## src/rtl/lfsr_word_arbiter_if.sv

```systemverilog
// Request/grant/word bundle between PRBS consumers and lfsr_word_arbiter.
// master = requester side, slave = arbiter side.
interface lfsr_word_arbiter_if #(
  parameter int unsigned NREQ   = 4,
  parameter int unsigned WORD_W = 8
);
  logic [NREQ-1:0]   req;
  logic              seed_load;
  logic [3:0]        seed;
  logic              word_ack;
  logic [NREQ-1:0]   gnt;
  logic [WORD_W-1:0] word;
  logic              word_valid;
  logic              busy;

  modport master (
    output req, seed_load, seed, word_ack,
    input  gnt, word, word_valid, busy
  );

  modport slave (
    input  req, seed_load, seed, word_ack,
    output gnt, word, word_valid, busy
  );
endinterface

```

## src/rtl/lfsr_word_arbiter.sv

```systemverilog
// Round-robin arbiter sharing one 4-bit PRBS LFSR; the winner receives a WORD_W-bit word
// serialised from WORD_W LFSR steps and held until acknowledged.
module lfsr_word_arbiter #(
  parameter int unsigned NREQ   = 4,
  parameter int unsigned WORD_W = 8,
  parameter logic [3:0]  SEED   = 4'h1
) (
  input logic                 clk,
  input logic                 rst_n,
  lfsr_word_arbiter_if.slave  bus
);

  localparam int unsigned PtrW    = (NREQ > 1) ? $clog2(NREQ) : 1;
  localparam int unsigned CntW    = $clog2(WORD_W + 1);
  localparam logic [3:0]  SeedEff = (SEED == 4'h0) ? 4'h1 : SEED;

  typedef enum logic [1:0] {StIdle, StGen, StHold} state_e;

  state_e            state_q, state_d;
  logic [3:0]        lfsr_q, lfsr_d, lfsr_nxt;
  logic [NREQ-1:0]   gnt_q, gnt_d;
  logic [WORD_W-1:0] word_q, word_d;
  logic              valid_q, valid_d;
  logic [CntW-1:0]   cnt_q, cnt_d;
  logic [PtrW-1:0]   ptr_q, ptr_d;
  logic [PtrW-1:0]   win_q, win_d;
  logic [PtrW-1:0]   rr_win, rr_cand;
  logic              rr_found;

  assign lfsr_nxt = {lfsr_q[2], lfsr_q[1], lfsr_q[0] ^ lfsr_q[3], lfsr_q[3]};

  // First set request at or after the pointer, wrapping.
  always_comb begin
    rr_win   = ptr_q;
    rr_found = 1'b0;
    rr_cand  = '0;
    for (int unsigned i = 0; i < NREQ; i++) begin
      rr_cand = PtrW'((32'(ptr_q) + i) % NREQ);
      if (!rr_found && bus.req[rr_cand]) begin
        rr_found = 1'b1;
        rr_win   = rr_cand;
      end
    end
  end

  always_comb begin
    state_d = state_q;
    lfsr_d  = lfsr_q;
    gnt_d   = gnt_q;
    word_d  = word_q;
    valid_d = valid_q;
    cnt_d   = cnt_q;
    ptr_d   = ptr_q;
    win_d   = win_q;
    unique case (state_q)
      StIdle: begin
        if (bus.seed_load) begin
          lfsr_d = (bus.seed == 4'h0) ? 4'h1 : bus.seed;
        end else if (|bus.req) begin
          gnt_d         = '0;
          gnt_d[rr_win] = 1'b1;
          win_d         = rr_win;
          cnt_d         = '0;
          state_d       = StGen;
        end
      end
      StGen: begin
        // WORD_W shifting cycles, then one more to raise valid.
        if (cnt_q == CntW'(WORD_W)) begin
          valid_d = 1'b1;
          state_d = StHold;
        end else begin
          word_d = {word_q[WORD_W-2:0], lfsr_q[0]};
          lfsr_d = lfsr_nxt;
          cnt_d  = cnt_q + CntW'(1);
        end
      end
      StHold: begin
        if (bus.word_ack) begin
          valid_d = 1'b0;
          gnt_d   = '0;
          ptr_d   = (win_q == PtrW'(NREQ - 1)) ? '0 : win_q + PtrW'(1);
          state_d = StIdle;
        end
      end
      default: state_d = StIdle;
    endcase
  end

  always_ff @(posedge clk) begin
    if (!rst_n) begin
      state_q <= StIdle;
      lfsr_q  <= SeedEff;
      gnt_q   <= '0;
      word_q  <= '0;
      valid_q <= 1'b0;
      cnt_q   <= '0;
      ptr_q   <= '0;
      win_q   <= '0;
    end else begin
      state_q <= state_d;
      lfsr_q  <= lfsr_d;
      gnt_q   <= gnt_d;
      word_q  <= word_d;
      valid_q <= valid_d;
      cnt_q   <= cnt_d;
      ptr_q   <= ptr_d;
      win_q   <= win_d;
    end
  end

  assign bus.gnt        = gnt_q;
  assign bus.word       = word_q;
  assign bus.word_valid = valid_q;
  assign bus.busy       = (state_q != StIdle);

endmodule

```

## src/flat_wrapper.sv

```systemverilog
// flat-port wrapper written by rule: the top's interface ports become plain ports
module lfsr_word_arbiter_flat 
#(
  parameter int unsigned NREQ   = 4,
  parameter int unsigned WORD_W = 8,
  parameter logic [3:0]  SEED   = 4'h1
)
  (clk, rst_n, bus_req, bus_seed_load, bus_seed, bus_word_ack, bus_gnt, bus_word, bus_word_valid, bus_busy);
  lfsr_word_arbiter_if #(.NREQ(NREQ), .WORD_W(WORD_W)) bus_i ();
  input logic clk;
  input logic rst_n;
  input wire logic [$bits(bus_i.req)-1:0] bus_req;
  input wire logic [$bits(bus_i.seed_load)-1:0] bus_seed_load;
  input wire logic [$bits(bus_i.seed)-1:0] bus_seed;
  input wire logic [$bits(bus_i.word_ack)-1:0] bus_word_ack;
  output wire logic [$bits(bus_i.gnt)-1:0] bus_gnt;
  output wire logic [$bits(bus_i.word)-1:0] bus_word;
  output wire logic [$bits(bus_i.word_valid)-1:0] bus_word_valid;
  output wire logic [$bits(bus_i.busy)-1:0] bus_busy;
  assign bus_i.req = bus_req;
  assign bus_i.seed_load = bus_seed_load;
  assign bus_i.seed = bus_seed;
  assign bus_i.word_ack = bus_word_ack;
  assign bus_gnt = bus_i.gnt;
  assign bus_word = bus_i.word;
  assign bus_word_valid = bus_i.word_valid;
  assign bus_busy = bus_i.busy;
  lfsr_word_arbiter #(.NREQ(NREQ), .WORD_W(WORD_W), .SEED(SEED)) u_core (.clk(clk), .rst_n(rst_n), .bus(bus_i));
endmodule
```

## config.mk

```make
export PLATFORM = sky130hd
export DESIGN_NAME = lfsr_word_arbiter_flat
export DESIGN_NICKNAME = d
export VERILOG_FILES = /design/src/rtl/lfsr_word_arbiter_if.sv /design/src/rtl/lfsr_word_arbiter.sv /design/src/flat_wrapper.sv
export SDC_FILE = /design/constraint.sdc
export NUM_CORES = 1
export LEC_CHECK = 0
export CORE_MARGIN = 2
export CORE_UTILIZATION = 55
export CTS_CLUSTER_DIAMETER = 60
export DETAILED_ROUTE_END_ITERATION = 7
export PLACE_DENSITY = 0.83
export SLEW_MARGIN = 0
export SYNTH_ARGS = -nofsm -noshare
export SYNTH_HDL_FRONTEND = slang
export SYNTH_SLANG_ARGS = --single-unit
export TNS_END_PERCENT = 100
```

## constraint.sdc

```tcl
create_clock -name clk -period 4.5 [get_ports clk]
set_input_delay 0.45 -clock clk [delete_from_list [all_inputs] [get_ports clk]]
set_output_delay 0.45 -clock clk [all_outputs]
set_load 0.005 [all_outputs]
```

* Yosys cells after proc, flatten, opt, wreduce, memory -nomap -nowiden
Index checks and enable logic that the tools add are counted.
Word-level totals: word-level logic and storage cells 91, output and inout port bits 14, bits in registers 27
Cells by class: order comparisons 6, bitwise gates (word level) 3, multiplexer cells 37, equality and inequality tests 10, reduce and logical (&&, ||, !) cells 22, add/sub/neg operators 5
Operator list (count):
- 2-to-1 mux 4 bit | 9
- one-hot mux 4 bit (2 select lines) | 3
- 2-to-1 mux 2 bit | 8
- less-than comparator 2 x 3 -> 1 bit, second input constant | 5
- AND reduction 4 bit | 3
- 2-to-1 mux 1 bit | 10
- AND reduction 3 bit | 3
- binary-select mux 1 bit (select 2 bit) | 4
- inequality test 2 bit, second input constant | 4
- nonzero test 2 bit | 4
- one-hot mux 2 bit (3 select lines) | 1
- adder 2 x 1 -> 2 bit, second input constant | 2
- adder 2 bit, second input constant | 2
- adder 4 x 1 -> 4 bit, second input constant | 1
- == test 2 bit, second input constant | 2
- == test 4 bit, second input constant | 1
- logical AND 1 bit | 4
- zero test 4 bit | 1
- inequality test 2 x 1 -> 1 bit, second input constant | 2
- AND reduction 2 bit | 2
- OR reduction 4 bit | 1
- zero test 1 bit | 3
- demux 1 bit (select 2 bit) | 1
- == test 2 x 1 -> 1 bit, second input constant | 1
- other kinds (5) | 6

* Depth between registers and ports, before layout
depth after elaboration 19, depth in mapped cells 7, gate-level depth less buffers 6

* Worst setup path after synthesis
Ideal clock, no wire load.
kind reg2reg, start point register u_core.cnt_q[0], end point register u_core.lfsr_q[0], path buffers 0, path slack 2.929 ns, data arrival time 1.492 ns, data required time 4.421 ns, period minus slack after synthesis 1.571 ns, stages on the path, launching flop included 7, cell sequence dfxtp_1 inv_1 ha_1 and3b_1 a211oi_2 o311ai_0 o211ai_1
Between the ends: cells in the longest elaborated chain, start to end 3
Ends and longest elaborated chain:
- start, declared | line lfsr_word_arbiter.sv:24 | logic [CntW-1:0] cnt_q, cnt_d;
- start signal, assigned | line lfsr_word_arbiter.sv:106 | cnt_q <= cnt_d;
- == test 4 bit | line lfsr_word_arbiter.sv:69 | if (cnt_q == CntW'(WORD_W)) begin
- inequality test 2 bit (no source line)
- AND reduction 3 bit (no source line)
- end signal, assigned | line lfsr_word_arbiter.sv:102 | lfsr_q <= lfsr_d;
- end, declared | line lfsr_word_arbiter.sv:20 | logic [3:0] lfsr_q, lfsr_d, lfsr_nxt;
Every way passes these cells. A chain may end at the register's enable or synchronous reset.

* Worst setup path after layout
start point register u_core.state_q[0], end point register u_core.cnt_q[1]
Between the ends: cells in the longest elaborated chain, start to end 3, elaborated cells on any way between the ends 8, those cells by class eq/ne (4); mux (1); reduce/logical (3)
Ends and longest elaborated chain:
- start, declared | line lfsr_word_arbiter.sv:19 | state_e state_q, state_d;
- start signal, assigned | line lfsr_word_arbiter.sv:92 | state_q <= StIdle;
- start signal, assigned | line lfsr_word_arbiter.sv:101 | state_q <= state_d;
- == test 2 x 1 -> 1 bit or zero test 2 bit (tied branches) | line lfsr_word_arbiter.sv:55 | unique case (state_q)
- inequality test 2 bit (no source line) (tied with other cells)
- AND reduction 4 bit (no source line)
Parallel ways exist; a longest one is shown, timed or not.

==> impl_metrics.py <==
metrics = {
    "yosys": {
        "yosys_warnings": 0,
        "synthCells": 174,
        "avgSynthCellArea_um2": 7.85,
        "synthesis.nets": 189,
        "yosysSeqAreaShare_pct": 39.6,
        "synth.ff_latch_count": 27,
        "netlist_area_um2": 1370,
        "synth_cell_types": 37,
    },
    "sta": {
        "slew_viol_final": 0,
        "fin_crit_sh_pct": 45.6,
        "rsz0062_at_grt": "no",
        "max_freq_mhz": 487,
        "fin_crit_ns": 2.05,
        "setup_viol": 0,
        "relSlewSlack_pct": 41.5,
        "fin_hold_ws_ns": 0.471,
        "finalHoldViolCount": 0,
        "fin_ws_ns": 2.45,
        "clock_skew_ns": 0.00264,
        "setup_tns_ns": 0,
        "max_slew.worst_pin.slew_ns": 0.876,
    },
    "die": {
        "die_x_um": 53.8,
        "dieArea_um2": 2900,
        "num_rows": 18,
        "die_height_um": 53.8,
        "start_util_pct": 56.7,
        "coreArea_um2": 2410,
        "io_pins": 26,
    },
    "power": {
        "irDropWorstVdd_uv": 166,
        "p_leak_nw": 0.588,
        "cellPowerDensity_nw_per_um2": 271,
    },
    "clocking": {
        "cts.sinks": 27,
        "numCtsBuffers": 3,
        "postCtsSetupBuffers": 0,
        "root_buffer": "clkbuf_4",
        "cts_resized": 0,
        "clkTransAtPathRegs_ns": 0.15,
        "cts_hold_buf": 0,
        "cts_htree_levels": 1,
        "clock_latency_ns": 0.33,
        "clk_path_buf_depth": 2,
        "cts_tree": "yes",
    },
    "placement": {
        "globalplace.congestion": 0.804,
        "port_buffers": 25,
        "placed_area_um2": 1600,
        "pre_cts_slack_ns": 2.27,
        "dp.final_hpwl_um": 2340,
        "dp.cells": 217,
    },
    "setup_path": {
        "worstPathRequired_ns": 4.70,
        "rrSetupSlack_ns": 2.45,
        "crit_path_end": "u_core.cnt_q[1]$_SDFFE_PN0P_",
        "rr_worst_depth": 4,
        "reg2reg_to": "u_core.cnt_q[1]$_SDFFE_PN0P_",
        "crit_type": "flip-flop to flip-flop",
        "endpoint_kind": "flip-flop",
        "startpoint": "u_core.state_q[0]$_SDFFE_PN0P_",
        "critPathMaxFanout": 12,
        "critPathArrivalTime_ns": 2.26,
        "start_kind": "flip-flop",
        "worstReg2RegStart": "u_core.state_q[0]$_SDFFE_PN0P_",
    },
    "routing": {
        "drt_iter0_drc": 23,
        "vias": 1267,
        "met2_length_um": 1620,
        "wl_per_cell_um": 13.9,
        "drc": 0,
        "drtAntennaViolNets": 0,
        "met1Wirelength_um": 1330,
        "firstDrtPassIters": 4,
        "wl_um": 3070,
        "via_per_inst": 5.73,
        "top_layer_used": "met4",
        "wl_met3_um": 81,
    },
    "final_layout": {
        "layout-drive-gt1-share_pct": 3.66,
        "final_cells": 221,
        "layout_commonest_cell": "dfxtp_1",
        "fin_area_um2": 1630,
        "final_cell_mix": "dfxtp_1, clkdlybuf4s50_1, nand2_1",
        "fin_nets": 207,
        "syn2layout_area_growth_pct": 19.0,
        "n_antenna_cell": 0,
    },
    "global_routing": {
        "grt_util_all_layers_pct": 24.7,
        "grt_pass1_wl_um": 5260,
        "overflow": 0,
        "grt_max_degree": 24,
        "first_global_vias": 1215,
        "antenna_found_initial": 0,
    },
    "status": {
        "outcome": "finished clean",
    },
    "flow_run": {
        "cap_violations": 0,
    },
    "worst_hold_path": {
        "hold_class": "flip-flop to flip-flop",
    },
}
==> kinds of logic after synthesis <==
kind of cell | Yosys count | share of synthesized area, %
multiplexers | 5 | 3.75
AO/OA/AOI/OAI | 46 | 21.7
buffers and inverters | 19 | 5.95
AND/OR/NAND/NOR | 71 | 24.4
flip-flops | 27 | 39.6
XOR/XNOR | 3 | 1.92
adder cells (fa/ha/maj) | 3 | 2.75
==> layout make-up <==
cell class	instances	area, um^2
Inverter	7	26.3
Tap cell	30	37.5
Clock buffer	3	22.5
Fill cell	213	783
Clock inverter	1	5.00
Sequential cell	27	541
Multi-Input combinational cell	128	744
Timing Repair Buffer	25	250
==> routing by layer <==
| metal | vias up | track usage [%] |
|---|---|---|
| met2 | 22 | 47.2 |
| met1 | 596 | 28.1 |
| li1 | 645 | - |
| met5 | - | 0 |
| met4 | 0 | 6.84 |
| met3 | 4 | 3.33 |
==> state kept, by name, summed over array words and instances (netlist names) <==
name and cells:
u_core.bus.gnt 4, u_core.bus.word 8, u_core.bus.word_valid 1, u_core.cnt_q 4, u_core.lfsr_q 4, u_core.ptr_q 2
u_core.state_q 2, u_core.win_q 2
==> stage by stage <==
step | utilization (%) | total power, mW
floorplan | - | 0.311
global placement | 66.4 | 0.336
detailed placement | 66.4 | 0.340
CTS | 67.5 | 0.444
global route | 67.5 | 0.462
finish | 67.5 | 0.442
==> synthesized netlist by cell type <==
cell type	count	share of area, %
o311ai_0	1	0.64
o21a_1	1	0.55
a22oi_1	3	1.6
a31o_1	1	0.64
nor3_1	6	2.2
dfxtp_1	27	40
mux2_2	1	0.82
clkbuf_1	9	2.5
a21oi_1	18	6.6
or2_1	1	0.46
nand4_1	3	1.4
nand2_1	22	6.0
or3_1	1	0.46
o31ai_1	1	0.55
buf_2	2	0.73
mux2i_1	4	2.9
nor4_1	1	0.46
and3b_1	1	0.64
nor2b_1	7	3.2
nand2b_1	1	0.46
buf_6	1	0.82
a211oi_1	4	2.2
a221o_1	2	1.5
inv_1	7	1.9
and2_1	1	0.46
nor2_1	19	5.2
a311oi_1	1	0.64
o211ai_1	3	1.6
o21ai_0	8	2.9
or2_2	1	0.46
o31a_1	1	0.64
xor2_1	3	1.9
nand3b_1	2	1.1
a211oi_2	1	0.92
ha_1	3	2.7
nand3_1	5	1.8
o2bb2ai_1	1	0.64
==> report_power, final <==
group	total [mW]	internal [mW]	switching, mW	leakage, nW
registers	0.257	0.250	0.00782	0.220
clock network	0.107	0.0334	0.0736	0.0177
logic	0.0772	0.0363	0.0408	0.350
total	0.442	0.319	0.122	0.588
==> worst min path at each step <==
stage,from,to,depth (start not counted)
after CTS,u_core.bus.word[7]$_SDFFE_PN0P_,u_core.bus.word[7]$_SDFFE_PN0P_,2
after global routing,u_core.bus.word[0]$_SDFFE_PN0P_,u_core.bus.word[1]$_SDFFE_PN0P_,2
after floorplan,u_core.win_q[1]$_SDFFE_PN0P_,u_core.win_q[1]$_SDFFE_PN0P_,2
after detailed placement,u_core.bus.word[7]$_SDFFE_PN0P_,u_core.bus.word[7]$_SDFFE_PN0P_,2
after global placement,u_core.bus.word[7]$_SDFFE_PN0P_,u_core.bus.word[7]$_SDFFE_PN0P_,2
final,u_core.bus.word[7]$_SDFFE_PN0P_,u_core.bus.word[7]$_SDFFE_PN0P_,2
==> worst max-delay path, stage by stage (launching register included) <==
cell and delay [ns]:
dfxtp_1 0.43, nor2b_1 0.73, nand2_1 0.48, nand3_1 0.21
a21oi_1 0.08
(Power assumes the default switching activity.)
